File: config.mk
export PLATFORM = sky130hd
export DESIGN_NAME = mem_arbiter
export DESIGN_NICKNAME = d
export VERILOG_FILES = /design/src/rtl/mem_arb_pkg.sv /design/src/rtl/mem_arb_linebuf.sv /design/src/rtl/mem_arbiter.sv
export SDC_FILE = /design/constraint.sdc
export NUM_CORES = 1
export LEC_CHECK = 0
export ABC_AREA = 1
export CORE_UTILIZATION = 40
export DETAILED_ROUTE_END_ITERATION = 8
export PLACE_DENSITY = 0.7
export SLEW_MARGIN = 10
export SYNTH_ARGS = -nofsm -noshare
export SYNTH_HDL_FRONTEND = slang
export SYNTH_SLANG_ARGS = --single-unit
File: constraint.sdc
create_clock -name clk -period 2.54 [get_ports clk]
set_clock_uncertainty 0.05 [all_clocks]
set_input_delay 0.635 -clock clk [delete_from_list [all_inputs] [get_ports clk]]
set_output_delay 0.635 -clock clk [all_outputs]
set_load 0.01 [all_outputs]
File: src/rtl/mem_arb_pkg.sv
// Shared definitions for the two-port cache refill arbiter.
//   BEAT_W  : width of one memory-bus beat
//   LINE_W  : width of one assembled cache line (DMEM_LINE)
//   BEATS   : beats per line
//   BLK_LEN : block-address width (DMEM_BLK_LEN)
//   state_t : arbiter FSM states
//   req_id_t: which cache owns the current transaction
package mem_arb_pkg;

  localparam int DMEM_LINE    = 256;
  localparam int DMEM_BLK_LEN = 27;

  localparam int BEAT_W  = 64;
  localparam int LINE_W  = DMEM_LINE;
  localparam int BEATS   = LINE_W / BEAT_W;
  localparam int BLK_LEN = DMEM_BLK_LEN;
  localparam int CNT_W   = (BEATS > 1) ? $clog2(BEATS) : 1;

  typedef enum logic [1:0] {
    ST_IDLE = 2'd0,
    ST_BUS  = 2'd1,
    ST_RESP = 2'd2
  } state_t;

  typedef enum logic {
    REQ_I = 1'b0,
    REQ_D = 1'b1
  } req_id_t;

endpackage

File: src/rtl/mem_arb_linebuf.sv
// Beat assembly buffer: collects BEATS memory beats into one line.
// Ports:
//   clk, rst  : clock, synchronous active-high reset
//   cap       : store beat into the current slot this cycle
//   beat      : memory beat data
//   line_nxt  : line including the beat being captured this cycle
//   last      : the beat being captured is the final beat of the line
module mem_arb_linebuf
  import mem_arb_pkg::*;
(
  input  logic              clk,
  input  logic              rst,
  input  logic              cap,
  input  logic [BEAT_W-1:0] beat,
  output logic [LINE_W-1:0] line_nxt,
  output logic              last
);

  logic [CNT_W-1:0]  beat_cnt;
  logic [LINE_W-1:0] line_q;

  // Expose the line with the incoming beat already merged so the owner can
  // latch a complete line on the same edge that captures the last beat.
  always_comb begin
    line_nxt = line_q;
    for (int s = 0; s < BEATS; s++) begin
      if (cap && (beat_cnt == CNT_W'(s))) begin
        line_nxt[s*BEAT_W +: BEAT_W] = beat;
      end
    end
  end

  assign last = cap && (beat_cnt == CNT_W'(BEATS - 1));

  always_ff @(posedge clk) begin
    if (rst) begin
      beat_cnt <= '0;
      line_q   <= '0;
    end else if (cap) begin
      line_q   <= line_nxt;
      beat_cnt <= last ? '0 : beat_cnt + 1'b1;
    end
  end

endmodule

File: src/rtl/mem_arbiter.sv
// Arbiter sharing one memory read bus between instruction and data caches.
// A granted request is held on the bus until BEATS beats arrive, then the
// assembled line is presented to the owner for one cycle.
// Ports:
//   clk, rst          : clock, synchronous active-high reset
//   i_addr/i_rd       : instruction-cache block address / refill request
//   i_data/i_dv       : line to instruction cache / one-cycle valid
//   d_addr/d_rd       : data-cache block address / refill request
//   d_data/d_dv       : line to data cache / one-cycle valid
//   m_addr/m_rd       : memory block address / read strobe
//   m_data/m_dv       : memory beat / beat valid
//   busy              : arbiter not idle
// Build option: define MEM_ARB_RR_EN for round-robin tie breaking; otherwise
// the data cache always wins a tie.
module mem_arbiter
  import mem_arb_pkg::*;
(
  input  logic               clk,
  input  logic               rst,
  input  logic [BLK_LEN-1:0] i_addr,
  input  logic               i_rd,
  output logic [LINE_W-1:0]  i_data,
  output logic               i_dv,
  input  logic [BLK_LEN-1:0] d_addr,
  input  logic               d_rd,
  output logic [LINE_W-1:0]  d_data,
  output logic               d_dv,
  output logic [BLK_LEN-1:0] m_addr,
  output logic               m_rd,
  input  logic [BEAT_W-1:0]  m_data,
  input  logic               m_dv,
  output logic               busy
);

  state_t             state, state_nxt;
  req_id_t            gnt_id;
  req_id_t            win_id;
  logic [BLK_LEN-1:0] addr_q;
  logic               mask_vld;
  logic               i_req, d_req;
  logic               grant;
  logic               cap;
  logic               last;
  logic [LINE_W-1:0]  line_nxt;
`ifdef MEM_ARB_RR_EN
  req_id_t            last_gnt;
`endif

  // The requester just served still has rd high for one cycle after its dv.
  assign i_req = i_rd && !(mask_vld && (gnt_id == REQ_I));
  assign d_req = d_rd && !(mask_vld && (gnt_id == REQ_D));

  always_comb begin
    win_id = REQ_I;
    if (i_req && d_req) begin
`ifdef MEM_ARB_RR_EN
      win_id = (last_gnt == REQ_I) ? REQ_D : REQ_I;
`else
      win_id = REQ_D;
`endif
    end else if (d_req) begin
      win_id = REQ_D;
    end
  end

  assign grant = (state == ST_IDLE) && (i_req || d_req);
  assign cap   = (state == ST_BUS) && m_dv;

  mem_arb_linebuf u_linebuf (
    .clk      (clk),
    .rst      (rst),
    .cap      (cap),
    .beat     (m_data),
    .line_nxt (line_nxt),
    .last     (last)
  );

  always_comb begin
    state_nxt = state;
    case (state)
      ST_IDLE: if (grant) state_nxt = ST_BUS;
      ST_BUS:  if (last)  state_nxt = ST_RESP;
      ST_RESP: state_nxt = ST_IDLE;
      default: state_nxt = ST_IDLE;
    endcase
  end

  always_ff @(posedge clk) begin
    if (rst) begin
      state    <= ST_IDLE;
      gnt_id   <= REQ_I;
      addr_q   <= '0;
      mask_vld <= 1'b0;
    end else begin
      state    <= state_nxt;
      mask_vld <= (state == ST_RESP);
      if (grant) begin
        gnt_id <= win_id;
        addr_q <= (win_id == REQ_D) ? d_addr : i_addr;
      end
    end
  end

`ifdef MEM_ARB_RR_EN
  // Reset to instruction so the data cache wins the first tie.
  always_ff @(posedge clk) begin
    if (rst) begin
      last_gnt <= REQ_I;
    end else if (grant) begin
      last_gnt <= win_id;
    end
  end
`endif

  // Lines are latched on the final beat so they are stable during RESP and
  // held until the next delivery to the same cache.
  always_ff @(posedge clk) begin
    if (rst) begin
      i_data <= '0;
      d_data <= '0;
    end else if (last) begin
      if (gnt_id == REQ_I) i_data <= line_nxt;
      else                 d_data <= line_nxt;
    end
  end

  assign m_rd   = (state == ST_BUS);
  assign m_addr = addr_q;
  assign busy   = (state != ST_IDLE);
  assign i_dv   = (state == ST_RESP) && (gnt_id == REQ_I);
  assign d_dv   = (state == ST_RESP) && (gnt_id == REQ_D);

endmodule

# After elaboration in Yosys (flattened, before gate mapping)
# Index checks and enable logic that the tools add are counted.
dict set report classes {
  addsub 1
  eq_ne 7
  n_mux 11
  n_bitwise 1
  reduce_logical 22
}
# op n
set ops {}
lappend ops {{two-way mux 64 bit} 4}
lappend ops {{two-way mux 27 bit} 1}
lappend ops {{logical AND 1 bit} 13}
lappend ops {{== test 2 bit (second input constant)} 3}
lappend ops {{two-way mux 2 bit} 3}
lappend ops {{AND reduction 2 bit} 3}
lappend ops {{== test 2 x 1 -> 1 bit (second input constant)} 2}
lappend ops {{zero test 2 bit} 2}
lappend ops {{one-hot mux 2 bit (2 select lines)} 1}
lappend ops {{adder 2 x 1 -> 2 bit (second input constant)} 1}
lappend ops {{zero test 1 bit} 2}
lappend ops {{two-way mux 1 bit} 2}
lappend ops {{inequality test 2 x 1 -> 1 bit (second input constant)} 1}
lappend ops {{inequality test 2 bit (second input constant)} 1}
lappend ops {{nonzero test 2 bit} 1}
lappend ops {{logical OR 1 bit} 1}
lappend ops {{NOT 1 bit} 1}
dict set report totals {
  regBits 801
  input_bits 123
  out_inout_bits 543
}

# Depth between registers and ports, before layout
# Gate-level depths: netlist of run 1.
dict set report logic_depth {
  ltp_word 8
  mapped_depth 9
}

# By module
# A second synthesis of run 1 with hierarchy kept.
dict set report hier_totals {
  cells_unflattened 4503
  area_unflattened_um2 31290.0
}
# mod instances cells_each area_per_inst_um2
set modules_own_cells {}
lappend modules_own_cells {mem_arbiter 1 2513 19090.8}
lappend modules_own_cells {mem_arb_linebuf 1 1990 12199.2}

# Worst setup path before layout of run 1
# No wires, ideal clock.
dict set report synth_timing {
  path_kind {register to output}
  startpoint {register gnt_id}
  endpoint {output port d_dv}
  t_arrival_ns 1.129
  setup_slack_ns 0.726
  path_stages_with_launch 6
  path_buffers 3
  cell_sequence {dfxtp_1 buf_2 inv_1 clkbuf_1 buf_2 nor2_1}
}
dict set report synth_between {
  elab_chain_cells 1
}
# item line
set synth_rtl {}
lappend synth_rtl {{from (decl)} mem_arbiter.sv:36} ;# req_id_t gnt_id;
lappend synth_rtl {{from (signal assigned)} mem_arbiter.sv:98} ;# gnt_id <= win_id;
lappend synth_rtl {{logical AND 1 bit} mem_arbiter.sv:131} ;# assign d_dv = (state == ST_RESP) && (gnt_id == REQ_D);
lappend synth_rtl {{to (decl)} mem_arbiter.sv:27} ;# output logic d_dv,
# No other way between the ends.

# Final worst setup path of run 1
dict set report layout_timing {
  startpoint {register state[1]}
  endpoint {output port busy}
}
dict set report layout_between {
  elab_chain_cells 1
}
# item line
set layout_rtl {}
lappend layout_rtl {{from (decl)} mem_arbiter.sv:35} ;# state_t state, state_nxt;
lappend layout_rtl {{from (signal assigned)} mem_arbiter.sv:95} ;# state <= state_nxt;
lappend layout_rtl {{nonzero test 2 bit} mem_arbiter.sv:129} ;# assign busy = (state != ST_IDLE);
lappend layout_rtl {{to (decl)} mem_arbiter.sv:32} ;# output logic busy
# No other way between the ends.

==> reports/metrics.cfg, run 1 <==
[outcome]
status=finished, final reports clean

[die]
row_count=100
die_area_um2=77100
core_um2=74800
die_h_um=278
start_util_pct=40.6
io_pins=666
die_w_um=278

[min_path]
hp-class=input port to flop
holdPathStages=3
holdCritStartpoint=m_dv
hold-path-endpoint=state[1]$_SDFFE_PP0P_

[global_route]
grt_use_total_pct=25.1
grt_pass1_wl_mm=153
top_usage_layer=met2
grt_use_met1_pct=30.9
grt_util_met3_pct=6.22
grt_max_degree=203
grt_util_met2_pct=41.9
overflow=0
grt_pass1_vias=26700
grt_antenna_before_repair=4

[drt]
wl_per_cell_um=16.5
dr.pass1.iters=5
drc=0
antenna_left=0
drt-vias-per-instance=4.79
num_vias=29200
drt-initial-drc-count=2135
wl_mm=100

[worst_setup_path]
r2r-end=i_data[162]$_SDFFE_PP0P_
worst_r2r_startpoint=u_linebuf.beat_cnt[0]$_SDFFE_PP0P_
cp-end-kind=primary output
cp.required_ns=1.86
reg2reg_slack_ns=0.34
arrival_ns=1.73
r2r_cells=6
crit_type=flop to primary output
start_kind=flop
crit_fanout=4

[logic_synthesis]
yosysMostFrequentCell=nand2_1
synth_flop_cell=dfxtp_1
yosys.area.top_type=dfxtp_1
synth-warning-count=0
syn_inst=4545
seq_area_frac_synth_pct=48.5
synth_top_family_by_area=simple AND/OR/NAND/NOR gates
syn_nets=4672
async_reset_ff_share_pct=0
synth_commonest_cells=nand2_1, nor2_1, dfxtp_1
synth_compound_gate_area_share_pct=3.24
synth_cell_types=20
synth_area_um2=30400
yosysTopAreaCellShare_pct=48.5
synthXorXnorAreaFrac_pct=0
muxShareOfSynthArea_pct=0
synthTopCellsByArea=dfxtp_1, nand2_1, nor2_1, inv_1, nand4_1
yosys.area_share.adder_pct=0.165
syn_avg_cell_area_um2=6.69
synth_seq_cells=737
synth_edf_count=0
synthSimpleGateAreaFrac_pct=37.9

[sta]
fmax_mhz=413
hold_viol_final=0
min_period_ns=2.42
tns_ns=0
relSlewSlack_pct=18.5
rsz0062_at_grt=no
final.period_utilization_pct=95.3
worst_pin_slew_ns=1.22
setup-violations-final=0
slew_violations=0

[cts]
post_cts_buffers=0
clock_latency_ns=0.62
path_clk_slew_ns=0.06
cts_num_sinks=737
cts_root_buf=clkbuf_16
clockBufferDepth=3
cts_max_level=3
cts_tree=built
cts_buffers=79

[placed_design]
dpl_cell_area_um2=37900
dp_hpwl_mm=68.2
portBuffers=665
gp_congestion=0.846

[layout]
area_growth_pct=33.2
finalNetCount=5185
fill_cells=7078
postLayoutCellArea_um2=40500
drive_above_1_share_pct=4.26

[pwr]
p_per_area_nw_per_um2=616
ir_drop_mv=0.440
p_leak_nw=19.1

[job]
drv_cap=0

[critical path, stage by stage, from the launching register on]
cell	delay, ns
dfxtp_2	0.44
nor2_4	0.09
inv_1	0.06
clkdlybuf4s50_1	0.53
[kinds of logic (layout without fill, tap and decap cells)]
family | after synthesis | count (layout)
AO/OA/AOI/OAI | 197 | 197
other | 0 | 4
flip-flops | 737 | 737
adder cells (fa/ha/maj) | 4 | 4
AND/OR/NAND/NOR | 2838 | 2838
buffers and inverters | 769 | 1339
[layout make-up]
class	instances	area [um2]	area share, %
flip-flops and latches	737	14800	36.4
multi-input cells	3039	12600	31.2
repair buffers	743	7610	18.8
clock buffers	122	2380	5.88
inverters	458	1730	4.28
well taps	969	1210	2.99
clock inverters	16	164	0.405
diodes	4	10.0	0.0247
[through the flow]
stage	power (mW)	setup slack, ns	std cells	hold WS [ns]	util, %
6_report	25.0	0.120	6088	0.318	54.1
5_1_grt	25.8	0.0379	6088	0.327	54.1
4_1_cts	25.2	-0.159	6084	0.272	54.1
3_5_place_dp	13.8	0.190	5946	0.407	50.7
3_3_place_gp	13.8	0.195	5946	0.398	50.7
2_1_floorplan	13.0	0.726	4545	0.401	-
[layout by cell type, fill, tap and decap left out, drive strengths merged, types with 2 or more instances in the layout]
cell,n
ha,4
diode,4
clkdlybuf4s50,660
nand2,1368
nand3b,27
nor2,1085
inv,458
nand4,198
buf,79
nand3,159
dfxtp,737
clkbuf,123
clkinv,14
dlymetal6s2s,2
a21oi,196
[worst max path at each step]
stage                     slack, ns                     to  cells after the start             startpoint
after floorplan                0.73                   d_dv                      5    gnt_id$_SDFFE_PP0P_
after global placement         0.20  state[0]$_SDFFE_PP0P_                      4                   d_rd
after detailed placement       0.19  state[0]$_SDFFE_PP0P_                      4                   d_rd
after CTS                     -0.16                   i_dv                      4  state[0]$_SDFFE_PP0P_
after global routing           0.04                   m_rd                      3  state[0]$_SDFFE_PP0P_
final                          0.12                   busy                      3  state[1]$_SDFFE_PP0P_
[state kept, by name (all words and copies together), names as in the netlist]
| register | count |
|---|---|
| i_data | 256 |
| state | 2 |
| gnt_id | 1 |
| d_data | 256 |
| u_linebuf.beat_cnt | 2 |
| u_linebuf.line_q | 192 |
| m_addr | 27 |
| mask_vld | 1 |
[per-layer routing]
layer,vias up,wire [um]
met2,999,47700
met3,163,8240
met5,-,0
met4,0,3280
li1,14800,-
met1,13100,41300
[report_power, final]
part	internal (mW)	total (mW)	switching, mW
Clock	6.57	11.4	4.78
Sequential	11.7	11.8	0.0637
Combinational	0.623	1.84	1.21
[timing repair]
item,4_1_cts,5_1_grt
hold buffers,0,0
setup endpoints to repair,4,3
gates resized for setup,4,5
Power figures use the tool's default switching activity.
==> run 2, diff against run 1 <==
--- a/config.mk
+++ b/config.mk
@@ -8,8 +8,9 @@
 export ABC_AREA = 1
 export CORE_UTILIZATION = 40
 export DETAILED_ROUTE_END_ITERATION = 8
-export PLACE_DENSITY = 0.7
+export PLACE_DENSITY = 0.69
 export SLEW_MARGIN = 10
 export SYNTH_ARGS = -nofsm -noshare
 export SYNTH_HDL_FRONTEND = slang
+export SYNTH_HIERARCHICAL = 1
 export SYNTH_SLANG_ARGS = --single-unit
==> run 2 against run 1 <==
Die area up 2.9%. Clock power up 15%. Design area is 7.7% higher. Largest cell class unchanged. Highest routed layer unchanged.
==> reports/metrics.cfg, run 2 <==
[cts]
clockBufferDepth=3  ; unchanged
cts_tree=built  ; unchanged
cts_hold_buffers=0  ; unchanged
clock_latency_ns=0.64  ; was 0.62 ns
cts_buffers=86  ; was 79
cts_num_sinks=801  ; was 737
post_cts_buffers=0  ; unchanged
cts_max_level=3  ; unchanged
cts_root_buf=clkbuf_16  ; unchanged
path_clk_slew_ns=0.06  ; about the same

[logic_synthesis]
synth_top_family_by_area=simple AND/OR/NAND/NOR gates  ; unchanged
yosys.area.top_type=dfxtp_1  ; unchanged
synthSimpleGateAreaFrac_pct=28.6  ; was 37.9%
yosysTopAreaCellShare_pct=51.2  ; was 48.5%
syn_inst=4503  ; was 4545
synth-warning-count=6  ; was 0
synth_seq_cells=801  ; was 737
yosysMostFrequentCell=nor2_1  ; was nand2_1
synth_edf_count=0  ; unchanged
synth_area_um2=31300  ; was 30400 um2
syn_avg_cell_area_um2=6.95  ; was 6.69 um2
syn_nets=4630  ; was 4672
seq_area_frac_synth_pct=51.2  ; was 48.5%
synth_commonest_cells=nor2_1, dfxtp_1, inv_1  ; was nand2_1, nor2_1, dfxtp_1
synthTopCellsByArea=dfxtp_1, nor2_1, o21ai_0, inv_1, nand2_1  ; was dfxtp_1, nand2_1, nor2_1, inv_1, nand4_1
synth_cell_types=18  ; was 20
yosys.area_share.adder_pct=0.160  ; was 0.165%
synthXorXnorAreaFrac_pct=0  ; unchanged
synth_flop_cell=dfxtp_1  ; unchanged
synth_compound_gate_area_share_pct=8.22  ; was 3.24%
muxShareOfSynthArea_pct=0  ; unchanged
async_reset_ff_share_pct=0  ; unchanged

[global_route]
overflow=0  ; unchanged
grt_pass1_vias=28500  ; was 26700
grt_use_total_pct=25.4  ; was 25.1%
grt_antenna_before_repair=2  ; was 4
grt_max_degree=106  ; was 203
grt_pass1_wl_mm=159  ; was 153 mm

[worst_setup_path]
setup.worst_path.start=state[1]$_SDFFE_PP0P_  ; unchanged
r2r_cells=12  ; was 6
arrival_ns=1.73  ; about the same
reg2reg_slack_ns=0.30  ; was 0.34 ns
cp-end-kind=primary output  ; unchanged
endpoint=busy  ; unchanged
start_kind=flop  ; unchanged
crit_type=flop to primary output  ; unchanged
worst_r2r_startpoint=state[0]$_SDFFE_PP0P_  ; was u_linebuf.beat_cnt[0]$_SDFFE_PP0P_
crit_fanout=4  ; unchanged
cp.required_ns=1.86  ; about the same
r2r-end=d_data[100]$_SDFFE_PP0P_  ; was i_data[162]$_SDFFE_PP0P_

[drt]
dr.pass1.iters=7  ; was 5
drt-vias-per-instance=4.80  ; was 4.79
drt-initial-drc-count=2107  ; was 2135
antenna_left=0  ; unchanged
wl_mm=104  ; was 100 mm
wl_per_cell_um=16.4  ; was 16.5 um
drc=0  ; unchanged
num_vias=30500  ; was 29200

[pwr]
p_leak_nw=21.3  ; was 19.1 nW
cellInternalPower_mw=21.4  ; was 18.9 mW
p_per_area_nw_per_um2=645  ; was 616 nW/um2
pwr-share-comb_pct=7.9  ; was 7.4%
sequentialPowerShare_pct=45.6  ; was 47.2%
switchingPower_mw=6.74  ; was 6.06 mW
totalPowerFinal_mw=28.1  ; was 25.0 mW
ir_drop_mv=0.488  ; was 0.440 mV
netSwitchingFraction_pct=24.0  ; was 24.3%
pwr-share-clk_pct=46.4  ; was 45.5%

[sta]
relSlewSlack_pct=64.0  ; was 18.5%
worst_pin_slew_ns=0.540  ; was 1.22 ns
min_period_ns=2.42  ; about the same
fmax_mhz=413  ; about the same
rsz0062_at_grt=no  ; unchanged
slew_violations=0  ; unchanged
setup-violations-final=0  ; unchanged
hold_viol_final=0  ; unchanged
final.period_utilization_pct=95.2  ; was 95.3%

[layout]
area_growth_pct=39.4  ; was 33.2%
layout_commonest_cell=nor2_1  ; was nand2_1
final_cell_mix=nor2_1, dfxtp_1, clkdlybuf4s50_1, inv_1, nand2_1  ; was nand2_1, nor2_1, dfxtp_1, clkdlybuf4s50_1, inv_1
drive_above_1_share_pct=8.17  ; was 4.26%
top_regs=d_data: 256 flops, i_data: 256 flops, u_linebuf/line_q: 256 flops  ; was d_data: 256 flops, i_data: 256 flops, u_linebuf.line_q: 192 flops
postLayoutCellArea_um2=43600  ; was 40500 um2
finalNetCount=5360  ; was 5185

[min_path]
hp-class=input port to flop  ; unchanged

[placed_design]
portBuffers=665  ; unchanged
gp_congestion=0.842  ; was 0.846
dp_hpwl_mm=71.5  ; was 68.2 mm
dpl_cell_area_um2=40700  ; was 37900 um2

[die]
row_count=102  ; was 100
die_h_um=282  ; was 278 um
die_w_um=282  ; was 278 um
start_util_pct=40.4  ; was 40.6%
core_um2=77500  ; was 74800 um2
io_pins=666  ; unchanged
die_area_um2=79300  ; was 77100 um2

[job]
drv_cap=0  ; unchanged

[outcome]
status=finished, final reports clean  ; unchanged

run 2: cell count changes after synthesis, moves of 22 or more:
cell / previous run / this run
nand4_1: 193 / 0
nand2_1: 1368 / 608
nor2_1: 1084 / 1342
nand3b_1: 27 / 0
buf_4: 5 / 27
dfxtp_1: 737 / 801
a21oi_1: 196 / 1
inv_1: 453 / 616
nand3_1: 159 / 311
buf_1: 37 / 3
clkbuf_1: 161 / 134
o21ai_0: 1 / 496
buf_2: 98 / 132
run 2: timing repair:
action	CTS	global route
hold endpoints to repair	0	0
gates resized for setup	1	2
setup endpoints to repair	1	2
run 2: worst max-delay path: stages (launching register included):
cell	delay (ns)
dfxtp_1	0.33
nor2_2	0.21
inv_1	0.06
clkdlybuf4s50_1	0.49
run 2: power by group through the flow:
stage	Combinational, mW	Sequential [mW]	Clock, mW
finish	2.23	12.8	13.1
detailed placement	2.20	13.1	0
CTS	2.22	12.8	13.3
global placement	2.18	13.1	0
global route	2.45	12.8	13.8
floorplan	1.13	13.1	0
run 2: cell families after synthesis:
family | Yosys count
and+or+nand+nor | 2270
buffers and inverters | 914
AOI/OAI and AO/OA | 514
adders and majority gates | 4
DFF | 801
run 2: cell type report:
| class | instances | area (um2) |
|---|---|---|
| Tap cell | 1040 | 1300 |
| Sequential cell | 801 | 16000 |
| Inverter | 618 | 2340 |
| Antenna cell | 4 | 10.0 |
| Clock buffer | 120 | 2500 |
| Multi-Input combinational cell | 2788 | 11600 |
| Fill cell | 7290 | 33800 |
| Clock inverter | 35 | 452 |
| Timing Repair Buffer | 938 | 9340 |
run 2: how the worst min path moves through the flow:
stage	end	slack [ns]	cells past startpoint	from
floorplan	mask_vld$_SDFF_PP0_	0.43	2	state[1]$_SDFFE_PP0P_
global placement	d_data[236]$_SDFFE_PP0P_	0.41	2	d_data[236]$_SDFFE_PP0P_
detailed placement	d_data[15]$_SDFFE_PP0P_	0.42	2	d_data[15]$_SDFFE_PP0P_
CTS	mask_vld$_SDFF_PP0_	0.22	2	rst
global route	u_linebuf/line_q[132]$_SDFFE_PP0P_	0.25	2	rst
finish	u_linebuf/line_q[6]$_SDFFE_PP0P_	0.26	2	rst
run 2: routing by layer:
metal	up-vias	global-route usage (%)	wire, um
met1	14100	31.1	42700
met4	0	12.6	4860
met5	-	0	0
met2	1028	42.6	49600
met3	244	4.98	7210
li1	15100	-	-
run 2: per-stage QoR:
step / hold slack, ns / setup slack [ns] / util (%) / setup TNS (ns) / std cells
2_1_floorplan: 0.434 / 0.371 / - / 0 / 4503
3_3_place_gp: 0.411 / -0.239 / 52.5 / -48.75 / 6185
3_5_place_dp: 0.420 / -0.196 / 52.5 / -43.91 / 6185
4_1_cts: 0.222 / 0.000697 / 56.3 / 0 / 6340
5_1_grt: 0.250 / 0.0303 / 56.3 / 0 / 6342
6_report: 0.262 / 0.121 / 56.3 / 0 / 6344
